$ cat config.mk
export PLATFORM = sky130hd
export DESIGN_NAME = gray_rx_nbits
export DESIGN_NICKNAME = d
export VERILOG_FILES = /design/src/rtl/gray_rx_nbits_pkg.sv /design/src/rtl/gray_rx_nbits_gray2bin.sv /design/src/rtl/gray_rx_nbits.sv
export SDC_FILE = /design/constraint.sdc
export NUM_CORES = 1
export LEC_CHECK = 0
export ABC_CLOCK_PERIOD_IN_PS = 4200
export BUFFER_PORTS_ARGS = -buffer_cell sky130_fd_sc_hd__buf_2
export CORE_ASPECT_RATIO = 1.25
export CORE_MARGIN = 3
export CORE_UTILIZATION = 24
export DETAILED_ROUTE_END_ITERATION = 10
export GPL_ROUTABILITY_DRIVEN = 0
export SYNTH_ARGS = -nofsm -noshare
export SYNTH_HDL_FRONTEND = slang
export SYNTH_SLANG_ARGS = --single-unit
export TNS_END_PERCENT = 20
$ cat constraint.sdc
create_clock -name clk_i -period 4.2 [get_ports clk_i]
set_clock_uncertainty 0.1 [all_clocks]
set_input_delay 0.63 -clock clk_i [delete_from_list [all_inputs] [get_ports clk_i]]
set_output_delay 0.63 -clock clk_i [all_outputs]
set_load 0.01 [all_outputs]
$ cat src/rtl/gray_rx_nbits_pkg.sv
// Shared definitions for the Gray-code receiver.
//   - FSM state encodings (ACQUIRE / TRACK / FAULT)
//   - default parameter values
//   - gray_to_bin(): Gray-to-binary conversion on a zero-extended 32-bit word
package gray_rx_nbits_pkg;

  localparam logic [1:0] ST_ACQUIRE = 2'd0;
  localparam logic [1:0] ST_TRACK   = 2'd1;
  localparam logic [1:0] ST_FAULT   = 2'd2;

  localparam int DEF_N         = 4;
  localparam int DEF_ERR_LIMIT = 3;
  localparam int DEF_CNT_W     = 8;

  // Zero-extension leaves the unused upper bits at 0, so the result is
  // correct for any code width up to 32.
  function automatic logic [31:0] gray_to_bin(input logic [31:0] g);
    logic [31:0] b;
    b[31] = g[31];
    for (int i = 30; i >= 0; i--) begin
      b[i] = b[i+1] ^ g[i];
    end
    return b;
  endfunction

endpackage

$ cat src/rtl/gray_rx_nbits_gray2bin.sv
// Combinational Gray-to-binary converter between stage 1 and stage 2.
// Ports:
//   gray_i  in   N  Gray-coded value
//   bin_o   out  N  binary equivalent
module gray_rx_nbits_gray2bin
  import gray_rx_nbits_pkg::*;
#(
  parameter int N = DEF_N
) (
  input  logic [N-1:0] gray_i,
  output logic [N-1:0] bin_o
);

  logic [31:0] bin_full;

  assign bin_full = gray_to_bin(32'(gray_i));
  assign bin_o    = bin_full[N-1:0];

endmodule

$ cat src/rtl/gray_rx_nbits.sv
// Receive side of an N-bit Gray counter bus. Captures the Gray code, converts
// it to binary one stage later and classifies each transition against the
// previous accepted sample (up / down / hold / error). Tracks lock and counts
// step errors.
// Ports:
//   clk_i        rising-edge clock
//   rst_ni       asynchronous active-low reset
//   clk_en_i     sample enable, gray_i captured when 1
//   resync_i     force ACQUIRE, drop in-flight and same-cycle samples
//   gray_i       N-bit Gray code from the transmitter
//   bin_o        binary value of the last decoded sample
//   valid_o      one-cycle pulse, bin_o and step flags updated
//   step_up_o    with valid: sample = previous + 1 (mod 2^N)
//   step_dn_o    with valid: sample = previous - 1 (mod 2^N)
//   step_err_o   with valid: illegal jump
//   locked_o     1 while in TRACK
//   err_count_o  saturating total of step errors since reset
//
// state   | meaning
// ACQUIRE | waiting for first sample to load the reference
// TRACK   | classifying every sample against the previous one
// FAULT   | ERR_LIMIT consecutive errors; decode only, wait for resync
module gray_rx_nbits
  import gray_rx_nbits_pkg::*;
#(
  parameter int N         = DEF_N,
  parameter int ERR_LIMIT = DEF_ERR_LIMIT,
  parameter int CNT_W     = DEF_CNT_W
) (
  input  logic             clk_i,
  input  logic             rst_ni,
  input  logic             clk_en_i,
  input  logic             resync_i,
  input  logic [N-1:0]     gray_i,
  output logic [N-1:0]     bin_o,
  output logic             valid_o,
  output logic             step_up_o,
  output logic             step_dn_o,
  output logic             step_err_o,
  output logic             locked_o,
  output logic [CNT_W-1:0] err_count_o
);

  logic             s1_vld_q, s1_vld_d;
  logic [N-1:0]     s1_gray_q, s1_gray_d;
  logic [N-1:0]     s1_bin;
  logic [N-1:0]     bin_q, bin_d;
  logic             valid_q, valid_d;
  logic             up_q, up_d;
  logic             dn_q, dn_d;
  logic             err_q, err_d;
  logic [1:0]       state_q, state_d;
  logic [3:0]       consec_q, consec_d;
  logic [CNT_W-1:0] cnt_q, cnt_d;
  logic [N-1:0]     diff;
  logic [3:0]       consec_inc;

  gray_rx_nbits_gray2bin #(.N(N)) u_gray2bin (
    .gray_i (s1_gray_q),
    .bin_o  (s1_bin)
  );

  // bin_q doubles as the previous accepted sample; modular difference
  // gives wrap-around for free.
  assign diff       = s1_bin - bin_q;
  assign consec_inc = consec_q + 4'd1;

  always_comb begin
    s1_vld_d  = clk_en_i & ~resync_i;
    s1_gray_d = clk_en_i ? gray_i : s1_gray_q;
    bin_d     = bin_q;
    valid_d   = 1'b0;
    up_d      = 1'b0;
    dn_d      = 1'b0;
    err_d     = 1'b0;
    state_d   = state_q;
    consec_d  = consec_q;
    cnt_d     = cnt_q;

    if (resync_i) begin
      state_d  = ST_ACQUIRE;
      consec_d = 4'd0;
    end else if (s1_vld_q) begin
      valid_d = 1'b1;
      bin_d   = s1_bin;
      case (state_q)
        ST_ACQUIRE: state_d = ST_TRACK;
        ST_TRACK: begin
          if (diff == N'(1)) begin
            up_d     = 1'b1;
            consec_d = 4'd0;
          end else if (diff == {N{1'b1}}) begin
            dn_d     = 1'b1;
            consec_d = 4'd0;
          end else if (diff != '0) begin
            // Any non-adjacent jump, including a single-bit flip that is not
            // +/-1, is an illegal transition.
            err_d    = 1'b1;
            consec_d = consec_inc;
            if (cnt_q != {CNT_W{1'b1}}) cnt_d = cnt_q + 1'b1;
            if (consec_inc == 4'(ERR_LIMIT)) state_d = ST_FAULT;
          end
        end
        ST_FAULT: state_d = ST_FAULT;
        default:  state_d = ST_ACQUIRE;
      endcase
    end
  end

  always_ff @(posedge clk_i or negedge rst_ni) begin
    if (!rst_ni) begin
      s1_vld_q  <= 1'b0;
      s1_gray_q <= '0;
      bin_q     <= '0;
      valid_q   <= 1'b0;
      up_q      <= 1'b0;
      dn_q      <= 1'b0;
      err_q     <= 1'b0;
      state_q   <= ST_ACQUIRE;
      consec_q  <= 4'd0;
      cnt_q     <= '0;
    end else begin
      s1_vld_q  <= s1_vld_d;
      s1_gray_q <= s1_gray_d;
      bin_q     <= bin_d;
      valid_q   <= valid_d;
      up_q      <= up_d;
      dn_q      <= dn_d;
      err_q     <= err_d;
      state_q   <= state_d;
      consec_q  <= consec_d;
      cnt_q     <= cnt_d;
    end
  end

  assign bin_o       = bin_q;
  assign valid_o     = valid_q;
  assign step_up_o   = up_q;
  assign step_dn_o   = dn_q;
  assign step_err_o  = err_q;
  assign locked_o    = (state_q == ST_TRACK);
  assign err_count_o = cnt_q;

endmodule

==> results.yml <==
status:
  status: "finished, final reports clean"
pwr:
  netSwitchingFraction_pct: 33.7
  netSwitchingPower_uw: 224
  leakagePower_nw: 0.835
  ir_drop_v: 0.000138
  seqPwrFrac_pct: 47.3
  intPower_uw: 439
  p_per_area_nw_per_um2: 403
  combinationalPowerShare_pct: 30.8
  p_clk_share_pct: 22.0
global_routing:
  grt_max_degree: 28
  first_global_vias: 1033
  antenna_found_initial: 0
  grt.total_usage_pct: 8.81
  grt_pass1_wl_mm: 4.75
  overflow: 0
die:
  start_util_pct: 25.4
  fp-row-count: 30
  core-area_um2: 5560
  io_pins: 25
  die_w_um: 74.6
  dieHeight_um: 91.7
  dieArea_um2: 6840
worst_setup_path:
  reg2reg_setup_slack_ns: 0.48
  critPathCaptureType: "flop"
  crit_arrival_ns: 3.78
  critPathKind: "reg -> reg"
  critPathRequiredTime_ns: 4.26
  start_kind: "flop"
  cp_max_fo: 9
  r2r-start: "s1_gray_q[3]$_DFFE_PN0P_"
  crit_start: "s1_gray_q[3]$_DFFE_PN0P_"
clock_tree:
  cts_made_buffers: 3
  cts_resized: 0
  cts.reportedPaths.clkPinSlew_ns: 0.09
  h-tree-depth: 1
  cts_tree: "done"
  root_buffer: "clkbuf_8"
  insertion_delay_ns: 0.27
  post_cts_buffers: 0
  hold_buffers: 0
  cts.sinks: 27
  clockBufferDepth: 2
detailed_routing:
  route.antenna.remaining_nets: 0
  dr.pass1.iters: 4
  finalWirelength_mm: 2.70
  vias_per_cell: 4.65
  dr_total_vias: 1033
  wire_per_inst_um: 12.2
  initialDrtViolationCount: 37
  drc_errors: 0
placement:
  hpwl_mm: 2.08
  portBuffers: 24
  place_area_um2: 1600
synthesis:
  yosys.cell_types.count: 35
  synth_fp_nets: 148
  synth_enable_flop_cells: 0
  synth_top_family_by_area: "simple AND/OR/NAND/NOR gates"
  async_flop_share_pct: 100
  synth_xor_area_share_pct: 6.83
  synth_compound_area_share_pct: 11.7
  syn_area_um2: 1410
  synth.ff_latch_count: 27
  yosysWarnings: 0
  synthFlopType: "dfrtp_1"
  muxShareOfSynthArea_pct: 5.06
  seq_area_frac_synth_pct: 47.9
  synthAdderAreaFrac_pct: 8.52
  synth_area_per_cell_um2: 10.8
  syn_inst: 131
  synthSimpleGateAreaFrac_pct: 15.6
layout:
  fillCellCount: 599
  nets: 176
  syn2layout_area_growth_pct: 16.6
  antennaDiodeCount: 0
  final_common_cell: "dfrtp_1"
  register_area_um2: 676
  final_cell_mix: "dfrtp_1, buf_2, nand2_1, inv_1, xor2_1"
  drive_gt1_share_pct: 22.2
  multi_input_area_um2: 673
  final_area_um2: 1640
sta:
  max_slew_margin_pct: 59.8
  final-max-slew-violation-count: 0
  fin_crit_ns: 3.72
  setup_violations: 0
  period_share_pct: 88.5
  hold_viol_final: 0
  fmax_ghz: 0.269
  rsz0062_at_grt: "no"
  finalSetupTns_ns: 0
  worst_pin_slew_ns: 0.603
worst_hold_path:
  min_path_type: "in -> async"
job:
  cap_violations: 0
[cell families (layout without fill, tap and decap cells)]
kind of cell | count (synthesis) | after routing
buffers and inverters | 13 | 40
adders and majority gates | 9 | 9
muxes | 6 | 6
AOI/OAI and AO/OA | 25 | 25
and+or+nand+nor | 40 | 40
xor gates and xnor gates | 11 | 11
DFF | 27 | 27
[per-layer routing]
layer / routed length, um / share of wire, % / global-route usage [%] / vias to the layer above
met5: 0 / 0 / 0 / -
met4: 42 / 1.6 / 3.56 / 0
met3: 173 / 6.4 / 2.63 / 4
met2: 1280 / 47 / 13.7 / 19
met1: 1200 / 45 / 11.2 / 493
li1: - / - / - / 517
[state kept, by name, indices dropped and copies added (netlist names)]
name	cells
bin_o	4
consec_q	4
err_count_o	8
s1_gray_q	4
s1_vld_q	1
state_q	2
step_dn_o	1
step_err_o	1
step_up_o	1
valid_o	1
[path summary, 6_finish.rpt]
kind / to / cells after the start
max: err_count_o[1]$_DFFE_PN0P_ / 12
min: bin_o[2]$_DFFE_PN0P_ / 1
max reg2reg: err_count_o[1]$_DFFE_PN0P_ / 12
min reg2reg: err_count_o[5]$_DFFE_PN0P_ / 1
max in group asynchronous: consec_q[2]$_DFFE_PN0P_ / 1
min in group clk_i: err_count_o[5]$_DFFE_PN0P_ / 1
[worst max-delay path: stages (launching register included)]
cell and delay [ns]:
dfrtp_1 0.43, xor2_1 0.19, xnor2_1 0.38, xor2_1 0.14, ha_1 0.24, fa_1 0.38, xor2_1 0.16, or3_1 0.34
nor3_1 0.30, or3_1 0.34, clkinv_4 0.15, o21a_1 0.15, mux2_1 0.31
[through the flow]
stage / util [%] / power (mW) / setup slack [ns] / hold WS, ns / std cells
2_1_floorplan: - / 0.456 / 0.906 / 0.234 / 131
3_3_place_gp: 28.8 / 0.519 / 0.648 / 0.382 / 218
3_5_place_dp: 28.8 / 0.523 / 0.536 / 0.378 / 218
4_1_cts: 29.6 / 0.676 / 0.492 / 0.276 / 222
5_1_grt: 29.6 / 0.719 / 0.226 / 0.298 / 222
6_report: 29.6 / 0.663 / 0.481 / 0.256 / 222
[layout make-up]
cell class	instances	area share, %
clock buffers	4	2.74
inverters	12	3.04
multi-input cells	91	40.9
flip-flops and latches	27	41.1
well taps	64	4.87
repair buffers	24	7.31
[power groups by stage]
stage | clock network (mW) | registers [mW] | logic (mW)
after detailed placement | 0 | 0.319 | 0.203
after floorplan | 0 | 0.324 | 0.132
after global placement | 0 | 0.319 | 0.200
after global routing | 0.166 | 0.318 | 0.235
after CTS | 0.156 | 0.314 | 0.205
final | 0.146 | 0.313 | 0.204
[synth_stat cells (all sizes together) (2+ instances only)]
cell | n | share of area, %
nand2b | 2 | 0.89
nand2 | 14 | 3.7
nor2 | 3 | 0.80
nand3b | 2 | 1.1
nor2b | 2 | 0.89
a21oi | 6 | 2.1
a31oi | 5 | 2.2
nor4 | 2 | 0.89
nand4 | 4 | 2.8
xor2 | 10 | 6.2
dfrtp | 27 | 48
mux2 | 6 | 5.1
o211a | 2 | 1.4
o21ai | 5 | 1.8
and3 | 3 | 1.3
nor3 | 4 | 1.4
inv | 11 | 2.9
or3 | 2 | 0.89
ha | 8 | 7.1
No activity file was read; power rests on OpenSTA's default activity.
